`config.mk`:
```
export PLATFORM = sky130hd
export DESIGN_NAME = bst_engine
export DESIGN_NICKNAME = d
export VERILOG_FILES = /design/src/rtl/bst_pkg.sv /design/src/rtl/bst_node_ram.sv /design/src/rtl/bst_engine.sv
export SDC_FILE = /design/constraint.sdc
export NUM_CORES = 1
export LEC_CHECK = 0
export ABC_AREA = 1
export BUFFER_PORTS_ARGS = -buffer_cell sky130_fd_sc_hd__clkbuf_2
export CAP_MARGIN = 0
export CORE_UTILIZATION = 30
export CTS_CLUSTER_SIZE = 24
export DETAILED_ROUTE_END_ITERATION = 16
export GPL_TIMING_DRIVEN = 0
export PLACE_DENSITY_LB_ADDON = 0.08
export SYNTH_ARGS = -nofsm -noshare
export SYNTH_HDL_FRONTEND = slang
export SYNTH_SLANG_ARGS = --single-unit
```
`constraint.sdc`:
```
create_clock -name clk -period 6.6 [get_ports clk]
set_input_delay 0.33 -clock clk [delete_from_list [all_inputs] [get_ports clk]]
set_output_delay 0.33 -clock clk [all_outputs]
set_load 0.1 [all_outputs]
```
`src/rtl/bst_pkg.sv`:
```
`default_nettype none
// ============================================================================
// Module   : bst_pkg
// Purpose  : Shared op encodings, FSM state type and NIL helper for the
//            binary-search-tree key store.
// Revision : 1.0 - initial release
// ============================================================================
package bst_pkg;

    localparam logic [1:0] OP_FIND   = 2'd0;
    localparam logic [1:0] OP_INSERT = 2'd1;
    localparam logic [1:0] OP_CLEAR  = 2'd2;
    localparam logic [1:0] OP_TRAV   = 2'd3;

    typedef enum logic [2:0] {
        ST_IDLE      = 3'd0,
        ST_WALK      = 3'd1,
        ST_LINK      = 3'd2,
        ST_TRAV_DESC = 3'd3,
        ST_TRAV_EMIT = 3'd4,
        ST_DONE      = 3'd5
    } bst_state_t;

    // The first out-of-range index doubles as the null link.
    function automatic int unsigned nil_from_depth(input int unsigned depth);
        return depth;
    endfunction

endpackage
`default_nettype wire

```
`src/rtl/bst_node_ram.sv`:
```
`default_nettype none
// ============================================================================
// Module   : bst_node_ram
// Purpose  : Node storage (key, left link, right link); one async read port,
//            one synchronous write port that updates a whole node.
// Revision : 1.0 - initial release
// ============================================================================
module bst_node_ram
    import bst_pkg::*;
#(
    parameter int KEY_W = 4,
    parameter int DEPTH = 7,
    parameter int IDX_W = $clog2(DEPTH + 1)
) (
    input  logic             clk,
    input  logic [IDX_W-1:0] rd_idx,
    output logic [KEY_W-1:0] rd_key,
    output logic [IDX_W-1:0] rd_left,
    output logic [IDX_W-1:0] rd_right,
    input  logic             wr_en,
    input  logic [IDX_W-1:0] wr_idx,
    input  logic [KEY_W-1:0] wr_key,
    input  logic [IDX_W-1:0] wr_left,
    input  logic [IDX_W-1:0] wr_right
);

    localparam logic [IDX_W-1:0] c_nil = IDX_W'(nil_from_depth(DEPTH));

    logic [KEY_W-1:0] r_key_mem [DEPTH];
    logic [IDX_W-1:0] r_left    [DEPTH];
    logic [IDX_W-1:0] r_right   [DEPTH];
    logic             w_rd_ok;

    always_ff @(posedge clk) begin
        if (wr_en) begin
            r_key_mem[wr_idx] <= wr_key;
            r_left[wr_idx]    <= wr_left;
            r_right[wr_idx]   <= wr_right;
        end
    end

    // A NIL address reads back as an empty leaf rather than out-of-range data.
    assign w_rd_ok  = (rd_idx < c_nil);
    assign rd_key   = w_rd_ok ? r_key_mem[rd_idx] : '0;
    assign rd_left  = w_rd_ok ? r_left[rd_idx]    : c_nil;
    assign rd_right = w_rd_ok ? r_right[rd_idx]   : c_nil;

endmodule
`default_nettype wire

```
`src/rtl/bst_engine.sv`:
```
`default_nettype none
// ============================================================================
// Module   : bst_engine
// Purpose  : Binary-search-tree key store with find/insert/clear and a
//            backpressured in-order traversal stream; one node per clock.
// Revision : 1.0 - initial release
// ============================================================================
module bst_engine
    import bst_pkg::*;
#(
    parameter int KEY_W = 4,
    parameter int DEPTH = 7,
    parameter int IDX_W = $clog2(DEPTH + 1)
) (
    input  logic             clk,
    input  logic             rst,
    input  logic             cmd_valid,
    output logic             cmd_ready,
    input  logic [1:0]       cmd_op,
    input  logic [KEY_W-1:0] cmd_key,
    output logic             rsp_valid,
    output logic             rsp_found,
    output logic             rsp_err,
    output logic [IDX_W-1:0] rsp_idx,
    output logic             trav_valid,
    input  logic             trav_ready,
    output logic [KEY_W-1:0] trav_key,
    output logic             trav_last,
    output logic [IDX_W-1:0] count,
    output logic             empty,
    output logic             full
);

    localparam logic [IDX_W-1:0] c_nil   = IDX_W'(nil_from_depth(DEPTH));
    localparam logic [IDX_W-1:0] c_depth = IDX_W'(DEPTH);
    localparam logic [IDX_W-1:0] c_one   = IDX_W'(1);

    bst_state_t       r_state, w_state_nxt;
    logic [1:0]       r_op;
    logic [KEY_W-1:0] r_key;
    logic [IDX_W-1:0] r_cur, r_root, r_count, r_sp, r_idx;
    logic             r_found, r_err, r_new_root;
    logic [IDX_W-1:0] r_stack [DEPTH];

    logic [IDX_W-1:0] w_rd_idx, w_rd_left, w_rd_right, w_top, w_child;
    logic [KEY_W-1:0] w_rd_key;
    logic             w_eq, w_lt, w_miss;
    logic             w_wr_en;
    logic [IDX_W-1:0] w_wr_idx, w_wr_left, w_wr_right;
    logic [KEY_W-1:0] w_wr_key;

    bst_node_ram #(.KEY_W(KEY_W), .DEPTH(DEPTH), .IDX_W(IDX_W)) u_ram (
        .clk      (clk),
        .rd_idx   (w_rd_idx),
        .rd_key   (w_rd_key),
        .rd_left  (w_rd_left),
        .rd_right (w_rd_right),
        .wr_en    (w_wr_en),
        .wr_idx   (w_wr_idx),
        .wr_key   (w_wr_key),
        .wr_left  (w_wr_left),
        .wr_right (w_wr_right)
    );

    assign w_top    = r_stack[r_sp - c_one];
    assign w_rd_idx = (r_state == ST_TRAV_EMIT) ? w_top : r_cur;
    assign w_eq     = (r_key == w_rd_key);
    assign w_lt     = (r_key < w_rd_key);
    assign w_child  = w_lt ? w_rd_left : w_rd_right;
    assign w_miss   = !w_eq && (w_child == c_nil);

    assign count = r_count;
    assign empty = (r_count == '0);
    assign full  = (r_count == c_depth);

    always_ff @(posedge clk) begin
        if (rst) r_state <= ST_IDLE;
        else     r_state <= w_state_nxt;
    end

    always_comb begin
        w_state_nxt = r_state;
        case (r_state)
            ST_IDLE: begin
                if (cmd_valid) begin
                    case (cmd_op)
                        OP_FIND:   w_state_nxt = (r_root == c_nil) ? ST_DONE : ST_WALK;
                        OP_INSERT: w_state_nxt = (full || r_root == c_nil) ? ST_DONE : ST_WALK;
                        OP_CLEAR:  w_state_nxt = ST_DONE;
                        default:   w_state_nxt = (r_root == c_nil) ? ST_DONE : ST_TRAV_DESC;
                    endcase
                end
            end
            ST_WALK: begin
                if (w_eq)        w_state_nxt = ST_DONE;
                else if (w_miss) w_state_nxt = (r_op == OP_INSERT) ? ST_LINK : ST_DONE;
            end
            ST_LINK:      w_state_nxt = ST_DONE;
            ST_TRAV_DESC: if (w_rd_left == c_nil) w_state_nxt = ST_TRAV_EMIT;
            ST_TRAV_EMIT: begin
                if (trav_ready) begin
                    if (w_rd_right != c_nil) w_state_nxt = ST_TRAV_DESC;
                    else if (r_sp == c_one)  w_state_nxt = ST_DONE;
                end
            end
            ST_DONE:      w_state_nxt = ST_IDLE;
            default:      w_state_nxt = ST_IDLE;
        endcase
    end

    // Parent link goes in on the final WALK cycle, so LINK only has to
    // write the fresh node and the single write port suffices.
    always_comb begin
        cmd_ready  = (r_state == ST_IDLE);
        trav_valid = (r_state == ST_TRAV_EMIT);
        trav_key   = '0;
        trav_last  = 1'b0;
        w_wr_en    = 1'b0;
        w_wr_idx   = r_count;
        w_wr_key   = r_key;
        w_wr_left  = c_nil;
        w_wr_right = c_nil;
        case (r_state)
            ST_WALK: begin
                if (w_miss && r_op == OP_INSERT) begin
                    w_wr_en    = 1'b1;
                    w_wr_idx   = r_cur;
                    w_wr_key   = w_rd_key;
                    w_wr_left  = w_lt ? r_count : w_rd_left;
                    w_wr_right = w_lt ? w_rd_right : r_count;
                end
            end
            ST_LINK:      w_wr_en = 1'b1;
            ST_TRAV_EMIT: begin
                trav_key  = w_rd_key;
                trav_last = (r_sp == c_one) && (w_rd_right == c_nil);
            end
            ST_DONE:      w_wr_en = r_new_root;
            default: ;
        endcase
    end

    always_ff @(posedge clk) begin
        if (rst) begin
            r_op       <= OP_FIND;
            r_key      <= '0;
            r_cur      <= c_nil;
            r_root     <= c_nil;
            r_count    <= '0;
            r_sp       <= '0;
            r_idx      <= c_nil;
            r_found    <= 1'b0;
            r_err      <= 1'b0;
            r_new_root <= 1'b0;
            rsp_valid  <= 1'b0;
            rsp_found  <= 1'b0;
            rsp_err    <= 1'b0;
            rsp_idx    <= c_nil;
        end else begin
            rsp_valid <= 1'b0;
            case (r_state)
                ST_IDLE: begin
                    if (cmd_valid) begin
                        r_op       <= cmd_op;
                        r_key      <= cmd_key;
                        r_cur      <= r_root;
                        r_sp       <= '0;
                        r_idx      <= c_nil;
                        r_found    <= 1'b0;
                        r_err      <= (cmd_op == OP_INSERT) && full;
                        r_new_root <= (cmd_op == OP_INSERT) && (r_root == c_nil);
                    end
                end
                ST_WALK: begin
                    if (w_eq) begin
                        r_found <= 1'b1;
                        r_idx   <= r_cur;
                    end else if (!w_miss) begin
                        r_cur <= w_child;
                    end
                end
                ST_LINK: begin
                    r_idx   <= r_count;
                    r_count <= r_count + c_one;
                end
                ST_TRAV_DESC: begin
                    r_sp <= r_sp + c_one;
                    if (w_rd_left != c_nil) r_cur <= w_rd_left;
                end
                ST_TRAV_EMIT: begin
                    if (trav_ready) begin
                        r_sp <= r_sp - c_one;
                        if (w_rd_right != c_nil) r_cur <= w_rd_right;
                    end
                end
                ST_DONE: begin
                    rsp_valid <= 1'b1;
                    rsp_found <= r_found;
                    rsp_err   <= r_err;
                    rsp_idx   <= r_idx;
                    if (r_op == OP_CLEAR) begin
                        r_count <= '0;
                        r_root  <= c_nil;
                    end
                    if (r_new_root) begin
                        r_root  <= '0;
                        r_count <= c_one;
                        rsp_idx <= '0;
                    end
                end
                default: ;
            endcase
        end
    end

    always_ff @(posedge clk) begin
        if (r_state == ST_TRAV_DESC) r_stack[r_sp] <= r_cur;
    end

endmodule
`default_nettype wire
```
==> results.md, run 1 <==
* Result of the run: completed
* Hold crit path type: in2reg
* Die area at 0.0207 mm²
* Number of nets with antenna violations after detailed routing at 0
* Die Width at 144 µm
* Initial Util at 30.8%
* Aggregate routed wire length at 16000 µm
* Cell type contributing the most total cell area after synthesis: sky130_fd_sc_hd__edfxtp_1
* Top-Level Pins at 28
* Vias per std cell at 4.72
* Max-Cap Viols at 0
* CTS clock-pin slew for the worst setup and hold paths at 0.05 ns
* Count of input and output buffers at 26
* Placeable core region at 0.0196 mm²
* Capturing point of the worst reg2reg path: u_ram.r_left[1][2]
* Data arrival time of the critical path at 6.13 ns
* Pin count of the biggest net entering global routing at 17
* Worst Hold Path Cells at 3
* Post-Syn Nets at 674
* Worst flop-to-flop path startpoint: r_sp[0]
* Area share of the largest cell type after synthesis at 45.3%
* Global routing usage summed across all routing layers at 16.8%
* Time the worst path needs with I/O delays and setup at 6.08 ns
* Cells on worst reg2reg path at 27
* Synth-to-Final Area Change at 18.4%
* Part of the Yosys area used for sequential elements at 55.6%
* Detailed-placement wirelength estimate at 11300 µm
* Portion of the clock cycle consumed by the worst path in the final layout at 92.1%
* Synthesis-stage register bit count at 122
* Number of failing setup endpoints in the final timing report at 0
* Hold Violations, Final at 0
* Clock root buffer master: sky130_fd_sc_hd__clkbuf_16
* Clock tree from TritonCTS: yes
* Most common flop cell mapped by yosys: sky130_fd_sc_hd__edfxtp_1
* Cell area after placement at 0.00649 mm²
* Ys async rst share at 0%
* TritonCTS Buffers at 17
* Area contributors post-synth: sky130_fd_sc_hd__edfxtp_1, sky130_fd_sc_hd__nand2_1, sky130_fd_sc_hd__dfxtp_1
* Bufs on Longest Clock Path at 2
* Die extent in y at 144 µm
* Site row count at 51
* # clock sinks at 122
* Fraction of final layout cells with drive strength greater than 1 at 17.1%
* GP Congestion at 0.846
* Count of TritonRoute iterations in the first routing pass at 5
* 1st-iter DRT viols at 279
* Number of distinct library cells after synthesis at 41
* Drc violations at 0
* Number of enable flip-flop cells after synthesis at 91
* Number of nets in the final layout at 719
* Antenna violations before repair at 0
* Number of vias after detailed routing at 4609
* First-pass GRT wire length at 25300 µm
* PnR worst setup slack at 0.520 ns
* Clk_skew at 0.00818 ns
* Synthesized area divided by synthesized cell count at 9.23 µm²
* Post-Layout Inst Area at 0.00714 mm²
* Worst Setup End Kind: flip-flop
* Startpoint of the most critical hold path: cmd_key[3]
* Most used standard cells in the synthesized netlist: sky130_fd_sc_hd__nand2_1, sky130_fd_sc_hd__edfxtp_1, sky130_fd_sc_hd__nand3_1
* Kind of critical path: reg2reg
* Hold Path Sink: r_key[3]
* Critical path peak fanout at 10
* Yosys warnings at 0
* Mean routed wirelength per cell at 16.3 µm
* CTS H-Tree Depth at 4
* Max-slew violations at 0
* Most common cell in the synthesized netlist: sky130_fd_sc_hd__nand2_1
* Number of filler cells placed in the layout at 2050
* Final global-route overflow total at 0
* Register-to-register path setup slack at 0.52 ns
* Transition time at the pin with the least slew margin at 0.855 ns
* Count of mapped cells out of synthesis at 654
* Relative max-transition margin at 42.4%
* Clock insertion delay at the later pin of the skew report at 0.42 ns
* Pre-CTS WS at -0.0527 ns
* Number of global-route vias before repair at 4530
* # hold bufs at CTS at 0
* Launching element type of the critical path: flip-flop
* Required @ worst endpoint at 6.65 ns
* Antenna cell count at 0
* Mapped cell area at 0.00603 mm²
* Max Fclk at 164 MHz
==> worst max path at each step <==
stage,to,slack (ns),cells past startpoint,from
6_report,u_ram.r_left[1][2],0.52,27,r_sp[0]
5_1_grt,u_ram.r_left[3][2],-0.01,27,r_sp[0]
4_1_cts,u_ram.r_key_mem[5][0],0.06,27,r_sp[0]
3_5_place_dp,u_ram.r_left[3][0],-0.05,27,r_sp[0]
3_3_place_gp,u_ram.r_right[1][0],0.04,27,r_sp[0]
2_1_floorplan,trav_last,1.27,18,r_sp[0]
==> layer usage <==
layer  global-route usage, %  part of all wire (%)  vias up
met3                    3.57                   3.3       15
met1                    22.3                    49     2192
met5                       0                     0        -
li1                        -                     -     2323
met2                    27.2                    47       79
met4                    5.15                   1.2        0
==> critical path: stages (launching register included) <==
cell                       delay (ns)
sky130_fd_sc_hd__dfxtp_1         0.40
sky130_fd_sc_hd__inv_2           0.10
sky130_fd_sc_hd__buf_2           0.20
sky130_fd_sc_hd__ha_1            0.30
sky130_fd_sc_hd__buf_4           0.17
sky130_fd_sc_hd__inv_1           0.13
sky130_fd_sc_hd__nand3_1         0.10
sky130_fd_sc_hd__nand3_1         0.12
sky130_fd_sc_hd__nand2_2         0.10
sky130_fd_sc_hd__a21oi_4         0.35
sky130_fd_sc_hd__clkbuf_1        0.41
sky130_fd_sc_hd__nor2_1          0.08
sky130_fd_sc_hd__o21ai_0         0.09
sky130_fd_sc_hd__a21oi_1         0.08
sky130_fd_sc_hd__o21ai_0         0.39
sky130_fd_sc_hd__ha_1            0.33
sky130_fd_sc_hd__inv_1           0.06
sky130_fd_sc_hd__o21bai_1        0.11
sky130_fd_sc_hd__a221oi_4        0.50
sky130_fd_sc_hd__inv_1           0.14
sky130_fd_sc_hd__nand3_1         0.16
sky130_fd_sc_hd__nand2_4         0.09
sky130_fd_sc_hd__nor2_8          0.18
sky130_fd_sc_hd__nand3_4         0.12
sky130_fd_sc_hd__buf_6           0.18
sky130_fd_sc_hd__nand2_4         0.05
sky130_fd_sc_hd__nand3_2         0.13
sky130_fd_sc_hd__nor2_2          0.60
==> final cells by class <==
| type | count | area (µm²) | share of cell area, % |
|---|---|---|---|
| Buffer | 22 | 146 | 2.05 |
| Timing Repair Buffer | 26 | 130 | 1.82 |
| Inverter | 59 | 223 | 3.12 |
| Clock buffer | 18 | 429 | 6.01 |
| Multi-Input combinational cell | 451 | 2360 | 33.0 |
| Sequential cell | 122 | 3350 | 46.9 |
| Clock inverter | 14 | 170 | 2.38 |
| Tap cell | 265 | 332 | 4.64 |
==> sequential cells by signal (all words and copies together) (netlist names), 3 cells and up <==
register,cells
r_idx,3
r_sp,3
rsp_idx,3
r_cur,3
count,3
r_key,4
u_ram.r_key_mem,28
u_ram.r_left,21
r_state,3
u_ram.r_right,21
r_stack,21
==> per-stage QoR <==
step / cells / utilization (%) / TNS (ns) / hold slack (ns)
final: 977 / 36.5 / 0 / 0.144
after global routing: 977 / 36.5 / -0.110 / 0.143
after CTS: 977 / 36.3 / 0 / 0.131
after detailed placement: 945 / 33.2 / -1.05 / 0.463
after global placement: 945 / 33.2 / 0 / 0.464
after floorplan: 654 / - / 0 / 0.435
==> logic make-up (layout without fill, tap and decap cells) <==
kind of cell | after synthesis | in the layout | share of synthesized area, %
compound gates | 83 | 83 | 8.21
xor+xnor | 1 | 1 | 0.145
fa+ha+maj | 10 | 10 | 2.07
buf+inv | 81 | 139 | 6.12
flops | 122 | 122 | 55.6
mux | 2 | 2 | 0.332
simple gates | 355 | 355 | 27.5
==> repair_timing <==
action,in CTS,in global routing
setup buffers,0,0
endpoints found under the hold margin,0,0
endpoints found under the setup margin,40,70
resized for setup,5,7
==> cells in the final DEF, fill, tap and decap left out, drive strengths merged <==
cell type and n:
nand3b 7, nor3 7, nor2 63, a221o 3, nand3 69, nand4 12, mux2i 2, a21oi 27
o221ai 1, bufinv 3, or2 2, o21bai 1, o21ai 35, edfxtp 91, a221oi 1, clkbuf 50
inv 59, nor4 1, dfxtp 31, o22ai 6, clkinvlp 1, xnor2 1, clkinv 10, a211oi 5
nand2 194, o2111ai 1, ha 10, a32o 1, o211ai 2, buf 16
Power of run 1 is left out: the tool's default activity adds up to more than one toggle a clock period on the data nets, which glitch-free logic cannot reach.
==> run 2, diff against run 1 <==
Settings changed: CORE_MARGIN set to 2.
==> run 2 against run 1 <==
Effect of this change: setup slack better by 0.13 ns; routed wire length down 0.76%; via count up 0.15%; critical endpoint is now u_ram.r_left[0][1]; core utilization up 0.23 points.
==> results.md, run 2 (synthesis gave the netlist of run 1 again) <==
* Top-Level Pins at 28
* Number of failing setup endpoints in the final timing report at 0
* Critical path peak fanout at 10
* Capturing point of the worst reg2reg path: u_ram.r_left[0][1]
* Cell area after placement at 0.00649 mm²
* Final global-route overflow total at 0
* Worst Setup End Kind: flip-flop
* Aggregate routed wire length at 15800 µm
* Portion of the clock cycle consumed by the worst path in the final layout at 90.2%
* Startpoint of the most critical hold path: cmd_key[2]
* Max-Cap Viols at 0
* 1st-iter DRT viols at 282
* Hold Path Sink: r_key[2]
* PnR worst setup slack at 0.650 ns
* GP Congestion at 0.826
* Detailed-placement wirelength estimate at 11300 µm
* # hold bufs at CTS at 0
* CTS H-Tree Depth at 4
* Reg with most FFs: u_ram.r_key_mem
* Max Fclk at 168 MHz
* Cell with the most instances on the worst path: sky130_fd_sc_hd__nand3_1
* Cells on worst reg2reg path at 26
* Leading cell type in the layout, fill and taps excluded: sky130_fd_sc_hd__nand2_1
* Initial Util at 30.8%
* Hold crit path type: in2reg
* Bufs on Longest Clock Path at 2
* Max-slew violations at 0
* Time the worst path needs with I/O delays and setup at 5.95 ns
* Critical Path Slowest Stage Cell: sky130_fd_sc_hd__nor2_4
* Required @ worst endpoint at 6.66 ns
* Post-Layout Inst Area at 0.00719 mm²
* Vias per std cell at 4.73
* Die area at 0.0213 mm²
* End-of-flow core utilization at 36.7%
* Transition time at the pin with the least slew margin at 0.862 ns
* Pin count of the biggest net entering global routing at 17
* # clock sinks at 122
* Worst hold-check slack at 0.153 ns
* Global routing usage summed across all routing layers at 15.5%
* Clock root buffer master: sky130_fd_sc_hd__clkbuf_16
* Die extent in y at 146 µm
* Worst Hold Path Cells at 3
* Worst flop-to-flop path startpoint: r_sp[0]
* Flip-flop count of the largest register, all copies and words added at 28
* Count of input and output buffers at 26
* Top library cells by usage in the layout, fill and taps aside: sky130_fd_sc_hd__nand2_1, sky130_fd_sc_hd__edfxtp_1, sky130_fd_sc_hd__nand3_1
* Die Width at 146 µm
* Clock insertion delay at the later pin of the skew report at 0.42 ns
* Number of filler cells placed in the layout at 2002
* Placeable core region at 0.0196 mm²
* Number of nets with antenna violations after detailed routing at 0
* Clk_skew at 0.00817 ns
* Post-CTS setup buffer count at 0
* TritonCTS Buffers at 17
* Site row count at 51
* Hold Violations, Final at 0
* Drc violations at 0
* Data arrival time of the critical path at 6.01 ns
* CTS clock-pin slew for the worst setup and hold paths at 0.05 ns
* Clock tree from TritonCTS: yes
* Synth-to-Final Area Change at 19.1%
* Register-to-register path setup slack at 0.65 ns
* Setup repair after global routing missed its margin: false
* Number of global-route vias before repair at 4598
* Count of TritonRoute iterations in the first routing pass at 5
* First-pass GRT wire length at 25400 µm
* Number of vias after detailed routing at 4616
* Pre-CTS WS at -0.0488 ns
* Fraction of final layout cells with drive strength greater than 1 at 16.6%
* Mean routed wirelength per cell at 16.2 µm
* Antenna cell count at 0
* Number of nets in the final layout at 719
* Antenna violations before repair at 0
* Result of the run: completed
* Launching element type of the critical path: flip-flop
* Largest stage delay on the critical path at 0.49 ns
* Kind of critical path: reg2reg
* Relative max-transition margin at 41.9%
* Origin of the worst setup path: r_sp[0]
==> run 2: cell types whose count changed in the layout (fill, tap and decap cells not counted), sizes merged <==
cell	change
bufinv	+2
inv	-2
clkinv	-1
==> run 2: area by class of cell <==
cell class / count / area, µm² / share of cell area (%)
Multi-Input combinational cell: 451 / 2370 / 33.0
Inverter: 59 / 223 / 3.10
Timing Repair Buffer: 26 / 130 / 1.81
Clock inverter: 13 / 200 / 2.79
Buffer: 22 / 146 / 2.04
Sequential cell: 122 / 3350 / 46.6
Tap cell: 265 / 332 / 4.61
Clock buffer: 18 / 429 / 5.97
==> run 2: metal layers <==
layer  GRT usage [%]  vias to the layer above  share of wire, %
met3            3.95                       14               3.1
met4            4.66                        0               1.5
met1            21.2                     2208                49
met2            24.3                       75                47
met5               0                        -                 0
li1                -                     2319                 -
==> run 2: per-stage QoR <==
step | TNS [ns] | std cells
2_1_floorplan | 0 | 654
3_3_place_gp | 0 | 945
3_5_place_dp | -0.710 | 945
4_1_cts | 0 | 976
5_1_grt | 0 | 976
6_report | 0 | 976
==> run 2: timing repair <==
action	CTS	global route
resized for setup	4	11
gates cloned	0	0
endpoints found under the setup margin	40	84
hold endpoints to repair	0	0
==> run 2: worst max-delay path by stage <==
stage / endpoint / slack [ns]
after floorplan: trav_last / 1.27
after global placement: u_ram.r_left[3][0] / 0.03
after detailed placement: u_ram.r_left[3][2] / -0.05
after CTS: u_ram.r_left[5][1] / 0.03
after global routing: u_ram.r_left[0][1] / 0.02
final: u_ram.r_left[0][1] / 0.65
==> run 2: worst max-delay path: cells and delay by family, from the launching register on <==
family | cells | cell delay, ns
AOI/OAI and AO/OA | 6 | 1.44
buffers and inverters | 7 | 1.21
DFF | 1 | 0.40
adders and majority gates | 2 | 0.63
and+or+nand+nor | 11 | 1.90
Power of run 2 is left out for the same reason.
